<file path="config.mk">
export PLATFORM = sky130hd
export DESIGN_NAME = cpu_alu_seq
export DESIGN_NICKNAME = d
export VERILOG_FILES = /design/src/rtl/cpu_alu_pkg.sv /design/src/rtl/cpu_alu_seq_bcd_adjust.sv /design/src/rtl/cpu_alu_seq.sv
export SDC_FILE = /design/constraint.sdc
export NUM_CORES = 1
export LEC_CHECK = 0
export BUFFER_PORTS_ARGS = -buffer_cell sky130_fd_sc_hd__buf_2
export CAP_MARGIN = 20
export CORE_MARGIN = 8
export CORE_UTILIZATION = 58
export CTS_CLUSTER_SIZE = 12
export DETAILED_ROUTE_END_ITERATION = 10
export HOLD_SLACK_MARGIN = 0.02
export PLACE_DENSITY = 0.91
export SLEW_MARGIN = 20
export SYNTH_ARGS = -nofsm -noshare
export SYNTH_HDL_FRONTEND = slang
export SYNTH_SLANG_ARGS = --single-unit
</file>
<file path="constraint.sdc">
create_clock -name i_clk -period 3.8 [get_ports i_clk]
set_input_delay 0.19 -clock i_clk [delete_from_list [all_inputs] [get_ports i_clk]]
set_output_delay 0.19 -clock i_clk [all_outputs]
set_load 0.01 [all_outputs]
</file>
<file path="src/rtl/cpu_alu_pkg.sv">
// Shared types for the sequential ALU: op codes, control states and width helpers.
package cpu_alu_pkg;

  typedef enum logic [2:0] {
    SUM = 3'd0,
    AND = 3'd1,
    OR  = 3'd2,
    EOR = 3'd3,
    SR  = 3'd4
  } alu_op_t;

  typedef enum logic {
    IDLE = 1'b0,
    ADJ  = 1'b1
  } alu_state_t;

  // Number of 4-bit digits in an operand of the given width.
  function automatic int nib(input int width);
    return width / 4;
  endfunction

endpackage

</file>
<file path="src/rtl/cpu_alu_seq_bcd_adjust.sv">
// Combinational decimal correction of a binary sum/difference, one nibble at a time.
module bcd_adjust
  import cpu_alu_pkg::*;
#(
  parameter int WIDTH = 8
) (
  input  logic [WIDTH-1:0]   bin_in,
  input  logic [WIDTH/4-1:0] nib_carry,
  input  logic               subtract,
  output logic [WIDTH-1:0]   adj_out,
  output logic               adj_carry
);

  localparam int NIB = nib(WIDTH);

  logic [4:0] digit_s;
  logic       ac_s;

  // Ripple from the low digit: add 6 on overflow or >9, or take 6 off a digit that borrowed.
  always_comb begin
    adj_out = '0;
    digit_s = 5'd0;
    ac_s    = 1'b0;
    for (int k = 0; k < NIB; k++) begin
      if (subtract) begin
        digit_s = {1'b0, bin_in[4*k +: 4]} - (nib_carry[k] ? 5'd0 : 5'd6);
      end else begin
        digit_s = {1'b0, bin_in[4*k +: 4]} + {4'd0, ac_s};
        digit_s = digit_s + ((nib_carry[k] || (digit_s > 5'd9)) ? 5'd6 : 5'd0);
        ac_s    = digit_s[4];
      end
      adj_out[4*k +: 4] = digit_s[3:0];
    end
    adj_carry = ac_s;
  end

endmodule

</file>
<file path="src/rtl/cpu_alu_seq.sv">
// Handshaked ALU with registered result and C/Z/V/N/H flags; decimal SUM takes an extra
// adjust cycle, every other operation completes in one.
module cpu_alu_seq
  import cpu_alu_pkg::*;
#(
  parameter int WIDTH      = 8,
  parameter bit DECIMAL_EN = 1'b1
) (
  input  logic             i_clk,
  input  logic             i_rst_n,
  input  logic             i_valid,
  output logic             o_ready,
  input  logic [2:0]       i_op,
  input  logic [WIDTH-1:0] i_ai,
  input  logic [WIDTH-1:0] i_bi,
  input  logic             i_inv_b,
  input  logic             i_carry_in,
  input  logic             i_decimal,
  output logic             o_valid,
  output logic [WIDTH-1:0] o_result,
  output logic             o_c,
  output logic             o_z,
  output logic             o_v,
  output logic             o_n,
  output logic             o_h
);

  localparam int NIB = nib(WIDTH);
  localparam int MSB = WIDTH - 1;

  alu_op_t          op_s;
  logic [WIDTH-1:0] be_s;
  logic [WIDTH:0]   sum_s;
  logic [NIB-1:0]   nc_s;
  logic [WIDTH-1:0] res_s;
  logic             c_s;
  logic             v_s;
  logic             h_s;
  logic             accept_s;
  logic             dec_s;
  logic [WIDTH-1:0] adj_s;
  logic             adj_c_s;

  alu_state_t       state_r;
  logic [WIDTH-1:0] work_r;
  logic [NIB-1:0]   nib_c_r;
  logic             bin_c_r;
  logic             sub_r;
  logic             z_p_r;
  logic             n_p_r;
  logic             v_p_r;
  logic             h_p_r;

  assign op_s     = alu_op_t'(i_op);
  assign be_s     = i_inv_b ? ~i_bi : i_bi;
  assign sum_s    = {1'b0, i_ai} + {1'b0, be_s} + {{WIDTH{1'b0}}, i_carry_in};
  assign accept_s = i_valid && o_ready;
  assign dec_s    = (DECIMAL_EN != 1'b0) && (op_s == SUM) && i_decimal;

  // Carry out of each nibble: recovered from the sum bit just above it.
  always_comb begin
    nc_s = '0;
    for (int k = 0; k < NIB - 1; k++) begin
      nc_s[k] = sum_s[4*k+4] ^ i_ai[4*k+4] ^ be_s[4*k+4];
    end
    nc_s[NIB-1] = sum_s[WIDTH];
  end

  // Per-op result and op-specific flags; unknown codes fall back to AND.
  always_comb begin
    res_s = i_ai & be_s;
    c_s   = i_carry_in;
    v_s   = 1'b0;
    h_s   = 1'b0;
    case (op_s)
      SUM: begin
        res_s = sum_s[MSB:0];
        c_s   = sum_s[WIDTH];
        h_s   = nc_s[0];
        v_s   = (i_ai[MSB] == be_s[MSB]) && (sum_s[MSB] != i_ai[MSB]);
      end
      AND:     res_s = i_ai & be_s;
      OR:      res_s = i_ai | be_s;
      EOR:     res_s = i_ai ^ be_s;
      SR: begin
        res_s = {i_carry_in, i_ai[MSB:1]};
        c_s   = i_ai[0];
      end
      default: res_s = i_ai & be_s;
    endcase
  end

  bcd_adjust #(.WIDTH(WIDTH)) u_adj (
    .bin_in    (work_r),
    .nib_carry (nib_c_r),
    .subtract  (sub_r),
    .adj_out   (adj_s),
    .adj_carry (adj_c_s)
  );

  // Control FSM and result/flag registers; decimal flags wait in z/n/v/h_p_r until ADJ ends.
  always_ff @(posedge i_clk or negedge i_rst_n) begin
    if (!i_rst_n) begin
      state_r  <= IDLE;
      o_ready  <= 1'b1;
      o_valid  <= 1'b0;
      o_result <= '0;
      o_c      <= 1'b0;
      o_z      <= 1'b0;
      o_v      <= 1'b0;
      o_n      <= 1'b0;
      o_h      <= 1'b0;
      work_r   <= '0;
      nib_c_r  <= '0;
      bin_c_r  <= 1'b0;
      sub_r    <= 1'b0;
      z_p_r    <= 1'b0;
      n_p_r    <= 1'b0;
      v_p_r    <= 1'b0;
      h_p_r    <= 1'b0;
    end else begin
      o_valid <= 1'b0;
      case (state_r)
        IDLE: begin
          if (accept_s && dec_s) begin
            state_r <= ADJ;
            o_ready <= 1'b0;
            work_r  <= res_s;
            nib_c_r <= nc_s;
            bin_c_r <= c_s;
            sub_r   <= i_inv_b;
            z_p_r   <= (res_s == '0);
            n_p_r   <= res_s[MSB];
            v_p_r   <= v_s;
            h_p_r   <= h_s;
          end else if (accept_s) begin
            o_result <= res_s;
            o_c      <= c_s;
            o_z      <= (res_s == '0);
            o_v      <= v_s;
            o_n      <= res_s[MSB];
            o_h      <= h_s;
            o_valid  <= 1'b1;
          end else begin
            state_r <= IDLE;
          end
        end
        ADJ: begin
          o_result <= adj_s;
          o_c      <= sub_r ? bin_c_r : (bin_c_r | adj_c_s);
          o_z      <= z_p_r;
          o_v      <= v_p_r;
          o_n      <= n_p_r;
          o_h      <= h_p_r;
          o_valid  <= 1'b1;
          o_ready  <= 1'b1;
          state_r  <= IDLE;
        end
        default: begin
          state_r <= IDLE;
          o_ready <= 1'b1;
        end
      endcase
    end
  end

endmodule

</file>
==> results of run 1 <==
-- synth_stat cells, types with 2 or more instances --
cell type / count / area [um2]
a211oi_1: 2 / 15.0
clkbuf_1: 5 / 18.8
a21o_1: 5 / 37.5
a22oi_1: 7 / 52.6
mux2_2: 3 / 33.8
fa_1: 6 / 120
nand2_1: 28 / 105
buf_4: 2 / 15.0
o21ai_0: 30 / 150
o31ai_1: 3 / 22.5
and2_1: 3 / 18.8
nand4_1: 2 / 12.5
o211a_1: 2 / 20.0
nor2_1: 20 / 75.1
a31oi_1: 3 / 18.8
o211ai_1: 4 / 30.0
nand3_1: 9 / 45.0
nor4bb_1: 2 / 20.0
o21a_1: 3 / 22.5
nand2b_1: 5 / 31.3
o22ai_1: 4 / 25.0
o32ai_1: 2 / 17.5
nor3_1: 4 / 20.0
or2_2: 3 / 18.8
nor2b_1: 7 / 43.8
a221o_1: 4 / 40.0
and3_1: 4 / 25.0
xnor2_1: 7 / 61.3
xor2_1: 13 / 114
inv_1: 40 / 150
nor3b_1: 3 / 22.5
or3_1: 2 / 12.5
dfrtp_1: 30 / 751
ha_1: 24 / 300
a21oi_1: 15 / 75.1
mux2i_1: 4 / 40.0
buf_2: 8 / 40.0
-- area by class of cell --
type / count / area (um2) / share of cell area (%)
Multi-Input combinational cell: 244 / 1760 / 57.3
Clock buffer: 7 / 96.3 / 3.14
Timing Repair Buffer: 40 / 205 / 6.70
Tap cell: 54 / 67.6 / 2.20
Sequential cell: 31 / 777 / 25.4
Inverter: 41 / 154 / 5.02
Clock inverter: 1 / 7.51 / 0.245
-- metal layers --
metal  part of all wire, %  vias up  wire [um]
met2                    49       74       3130
met1                    44     1172       2840
met5                     0        -          0
li1                      -     1205          -
met3                   4.9       14        314
met4                   1.9        0        123
-- stage by stage --
stage          setup slack, ps  area (um2)
2_1_floorplan              627        2770
3_3_place_gp               466        2950
3_5_place_dp               227        2950
4_1_cts                    226        3060
5_1_grt                    130        3060
6_report                   356        3060
-- power by group through the flow --
stage / logic, mW / registers [mW] / clock network, mW
5_1_grt: 0.597 / 0.482 / 0.307
4_1_cts: 0.529 / 0.469 / 0.293
2_1_floorplan: 0.366 / 0.474 / 0
6_report: 0.529 / 0.470 / 0.292
3_3_place_gp: 0.499 / 0.471 / 0
3_5_place_dp: 0.526 / 0.476 / 0
-- kinds of logic (layout without fill, tap and decap cells) --
logic type                 after synthesis  after routing  share of synthesized area (%)
muxes                                    7              7                           2.66
xor gates and xnor gates                20             20                           6.32
DFF                                     31             31                           28.0
AOI/OAI and AO/OA                       91             91                           21.7
buffers and inverters                   57             89                           8.62
adders and majority gates               30             30                           15.2
and+or+nand+nor                         96             96                           17.5
-- repair_timing --
item                                   in CTS  in global routing
setup endpoints to repair                   0                  1
endpoints found under the hold margin      30                  0
setup buffers                               0                  0
gates resized for setup                     0                  1
hold buffers                                1                  0
-- final timing paths --
kind | start | endpoint | slack, ps
max in group asynchronous | i_rst_n | o_c$_DFFE_PN0P_ | 2880
min in group asynchronous | i_rst_n | o_result[2]$_DFFE_PN0P_ | 480
worst min register to register | o_result[4]$_DFFE_PN0P_ | o_result[4]$_DFFE_PN0P_ | 480
worst max-delay path | work_r[2]$_DFFE_PN0P_ | o_result[6]$_DFFE_PN0P_ | 360
worst min-delay path | i_inv_b | sub_r$_DFFE_PN0P_ | 290
worst max register to register | work_r[2]$_DFFE_PN0P_ | o_result[6]$_DFFE_PN0P_ | 360
-- worst max-delay path: stages (launching register included) --
cell and delay [ps]:
dfrtp_1 430, o21ai_0 170, nand2_1 130, ha_1 300
a21oi_1 130, nor3b_1 70, ha_1 220, ha_1 320
a21oi_1 60, o21ai_1 250, ha_1 220, inv_1 50
fa_1 460, o21ai_0 80, nand2_1 80, o21ai_0 80
mux2_2 280
==> results_dict.tcl, run 1 <==
set metrics [dict create \
    end_kind "flip-flop" \
    grt_max_degree 32 \
    worstPathMaxFanout 4 \
    p_clk_share_pct 22.6 \
    cts_num_sinks 31 \
    post-route-util_pct 65.7 \
    r2r.worst_path.cells 16 \
    final_cell_count_no_fill 418 \
    hold_path_depth 3 \
    worst_pin_slew_ps 734 \
    n_antenna_cell 0 \
    p_sw_mw 0.494 \
    postSynthCellCount 332 \
    drc 0 \
    setup_tns_ps 0 \
    totalWireLength_um 6410 \
    period_needed_ps 3440 \
    whs_ps 293 \
    die-area_um2 7250 \
    syn_nets 387 \
    start_kind "flip-flop" \
    yosysWarnings 0 \
    synth_cell_type_count 51 \
    hold_class "in -> reg" \
    setup_viol 0 \
    overflow 0 \
    vdd_drop_max_mv 0.167 \
    worstSkewPairLatency_ps 290 \
    cp_data_arrival_time_ps 3620 \
    yosys_most_used_dff "dfrtp_1" \
    hpwl_um 5030 \
    cp.required_ps 3980 \
    ios 40 \
    fin_skew_ps 5.71 \
    use_met1_pct 21.4 \
    die_w_um 85.1 \
    finalCritPeriodShare_pct 90.6 \
    first_global_vias 2451 \
    antenna_found_initial 0 \
    grt_busiest_layer "met2" \
    start_util_pct 59.5 \
    use_met2_pct 32.0 \
    place_congestion 0.927 \
    p_seq_share_pct 36.4 \
    cts_tree "yes" \
    dr_total_vias 2465 \
    vias_per_cell 5.90 \
    clockRootBuffer "clkbuf_8" \
    ys_seq_area_share_pct 28.0 \
    p_comb_share_pct 41.0 \
    path_clk_slew_ps 70 \
    ys_async_sr_fraction_pct 100 \
    drtIter0Drc 114 \
    rsz0062_at_grt "false" \
    cts.path.max_buffers 2 \
    syn-cell-area_um2 2770 \
    drive_gt1_share_pct 15.9 \
    final_common_cell "inv_1" \
    portBuffers 39 \
    ys_seq_elements 31 \
    maxSlewHeadroom_pct 49.8 \
    post_drt_wl_per_cell_um 15.3 \
    power.share.switching_pct 38.3 \
    finalHoldViolCount 0 \
    dpl.cell_count 409 \
    cts_buffers 5 \
    num-fill-cells 394 \
    syn2layout_area_growth_pct 10.5 \
    postRouteAntennaNets 0 \
    die_h_um 85.1 \
    maxSlewViolCount 0 \
    final_cell_mix "40 x inv_1, 39 x buf_2, 30 x dfrtp_1" \
    status "completed" \
    grt_first_pass_wirelength_um 10800 \
    synth_edf_count 0 \
    top_regs "o_result (8), work_r (8), nib_c_r (2)" \
    htreeDepth 2 \
    critPathKind "reg -> reg" \
    rows 25 \
    core_um2 4660 \
    total_power_mw 1.29 \
    leakagePower_nw 1.53 \
    p_int_mw 0.796 \
    grtUsageTotal_pct 18.1 \
    powerDensity_nw_per_um2 421 \
    fmax_mhz 290 \
    grt_use_met3_pct 3.19 \
    dr.pass1.iters 7 \
    syn_area_per_cell_um2 8.35 \
    nets 418 \
    maxCapViolations 0 \
]
No activity file was read; power rests on OpenSTA's default activity.
==> inputs of run 2 (changes only) <==
--- a/config.mk
+++ b/config.mk
@@ -13,6 +13,7 @@
 export DETAILED_ROUTE_END_ITERATION = 10
 export HOLD_SLACK_MARGIN = 0.02
 export PLACE_DENSITY = 0.91
+export SKIP_LAST_GASP = 1
 export SLEW_MARGIN = 20
 export SYNTH_ARGS = -nofsm -noshare
 export SYNTH_HDL_FRONTEND = slang
==> constraint.sdc (replaced) <==
create_clock -name i_clk -period 3.8 [get_ports i_clk]
set_input_delay 0.95 -clock i_clk [delete_from_list [all_inputs] [get_ports i_clk]]
set_output_delay 0.95 -clock i_clk [all_outputs]
set_load 0.01 [all_outputs]
==> run 2 against run 1 <==
  * Die area stayed put
  * Clock skew is 0.64 ps lower
  * Cell count did not move
  * Sequential cell count is the same
  * Routed wire length grew 4.5%
  * Register-to-register slack barely moved
  * Total power down 3.5%
  * Worst hold slack better by 180 ps
  * Setup slack worse by 2.9 ps
  * Highest routed layer unchanged
==> results_dict.tcl, run 2 (synthesized netlist as in run 1, its figures left out) <==
set metrics [dict create \
    whs_ps 472 \
    final_common_cell "inv_1" \
    cts.path.max_buffers 2 \
    drc 0 \
    grt_max_degree 32 \
    nets 418 \
    r2r.worst_path.cells 17 \
    rows 25 \
    grtUsageTotal_pct 19.4 \
    end_kind "flip-flop" \
    maxCapViolations 0 \
    dr.pass1.iters 6 \
    regToRegSetupSlack_ps 350 \
    overflow 0 \
    final_cell_mix "40 x inv_1, 39 x buf_2, 30 x dfrtp_1" \
    cp.required_ps 3970 \
    rsz0062_at_grt "false" \
    setup_viol 0 \
    hold_path_end "o_result[2]$_DFFE_PN0P_" \
    num-fill-cells 393 \
    worstHoldStart "o_result[2]$_DFFE_PN0P_" \
    fmax_mhz 290 \
    drtIter0Drc 214 \
    cts_buffers 5 \
    ios 40 \
    worstSkewPairLatency_ps 280 \
    htreeDepth 2 \
    totalWireLength_um 6700 \
    worst_pin_slew_ps 675 \
    vias_per_cell 6.00 \
    clockRootBuffer "clkbuf_8" \
    dr_total_vias 2510 \
    hold_class "reg -> reg" \
    timing.rr.start "work_r[2]$_DFFE_PN0P_" \
    finalCritPeriodShare_pct 90.7 \
    cts_tree "yes" \
    hold_path_depth 2 \
    first_global_vias 2590 \
    path_clk_slew_ps 60 \
    core_um2 4660 \
    die-area_um2 7250 \
    leakagePower_nw 1.53 \
    maxSlewViolCount 0 \
    start_util_pct 59.5 \
    vdd_drop_max_mv 0.178 \
    worstPathMaxFanout 4 \
    die_h_um 85.1 \
    cts_hold_buf 0 \
    hpwl_um 5190 \
    die_w_um 85.1 \
    antenna_found_initial 0 \
    cts_num_sinks 31 \
    maxSlewHeadroom_pct 54.8 \
    post_drt_wl_per_cell_um 16.0 \
    portBuffers 39 \
    n_antenna_cell 0 \
    drive_gt1_share_pct 15.7 \
    powerDensity_nw_per_um2 410 \
    r2r_end "o_result[6]$_DFFE_PN0P_" \
    cts_setup_buffers 0 \
    grt_first_pass_wirelength_um 11600 \
    start_kind "flip-flop" \
    cp_data_arrival_time_ps 3610 \
    finalHoldViolCount 0 \
    period_needed_ps 3450 \
    top_regs "o_result (8), work_r (8), nib_c_r (2)" \
    setup_tns_ps 0 \
    syn2layout_area_growth_pct 9.61 \
    critPathKind "reg -> reg" \
    status "completed" \
    place_congestion 0.977 \
    fin_skew_ps 5.07 \
    postRouteAntennaNets 0 \
]
run 2: cell types whose count changed in the layout (fill, tap and decap cells not counted), sizes merged:
cell / before / now
buf: 39 / 40
clkinv: 0 / 1
clkinvlp: 1 / 0
dlygate4sd3: 1 / 0
run 2: metal layers:
metal,vias to the layer above,routed length (um),GRT usage [%]
met2,90,3270,33.5
li1,1206,-,-
met4,0,126,7.44
met1,1200,2980,23.3
met5,-,0,0
met3,14,328,3.28
run 2: worst max path at each step:
stage                                     start                 endpoint  slack (ps)  cells past startpoint
after global placement                  i_inv_b        z_p_r$_DFFE_PN0P_         310                     12
after CTS                 work_r[2]$_DFFE_PN0P_  o_result[6]$_DFFE_PN0P_         240                     16
after floorplan                         i_inv_b          o_z$_DFFE_PN0P_         450                     12
after global routing      work_r[2]$_DFFE_PN0P_  o_result[6]$_DFFE_PN0P_          60                     17
after detailed placement                i_inv_b  o_result[6]$_DFFE_PN0P_         160                     12
final                     work_r[2]$_DFFE_PN0P_  o_result[6]$_DFFE_PN0P_         350                     17
run 2: cell type report:
class,count,area (um2),area share [%]
tap,54,67.6,2.22
sequential,31,777,25.6
timing repair buffer,40,203,6.67
clock buffer,7,76.3,2.51
multi-input combinational,244,1760,57.8
inverter,41,154,5.06
clock inverter,1,5.00,0.165
run 2: worst max-delay path, stage by stage (launching register included):
cell and delay (ps):
dfrtp_1 420, o21ai_0 170, nand2_1 110, ha_1 290
a21oi_1 130, nor3b_1 70, ha_1 230, ha_1 240
inv_1 70, a21oi_1 60, o21ai_1 230, ha_1 210
inv_1 50, fa_1 480, o21ai_0 110, nand2_1 100
o21ai_0 90, mux2_2 290
run 2: power breakdown:
| group | internal [mW] | switching (mW) |
|---|---|---|
| clock | 0.128 | 0.116 |
| sequential | 0.403 | 0.0689 |
| combinational | 0.228 | 0.301 |
| total | 0.760 | 0.485 |
run 2: per-stage QoR:
stage | utilization (%) | worst slack, ps | std cells | total power [mW] | cell area (um2)
after floorplan | - | 453 | 332 | 0.840 | 2770
after global placement | 63.5 | 308 | 410 | 0.972 | 2960
after detailed placement | 63.5 | 158 | 410 | 1.00 | 2960
after CTS | 65.2 | 235 | 418 | 1.25 | 3040
after global routing | 65.2 | 64.8 | 418 | 1.36 | 3040
final | 65.2 | 353 | 418 | 1.24 | 3040
run 2: repair_timing:
item | in CTS | in global routing
resized for setup | 0 | 1
endpoints found under the hold margin | 0 | 0
endpoints found under the setup margin | 0 | 1
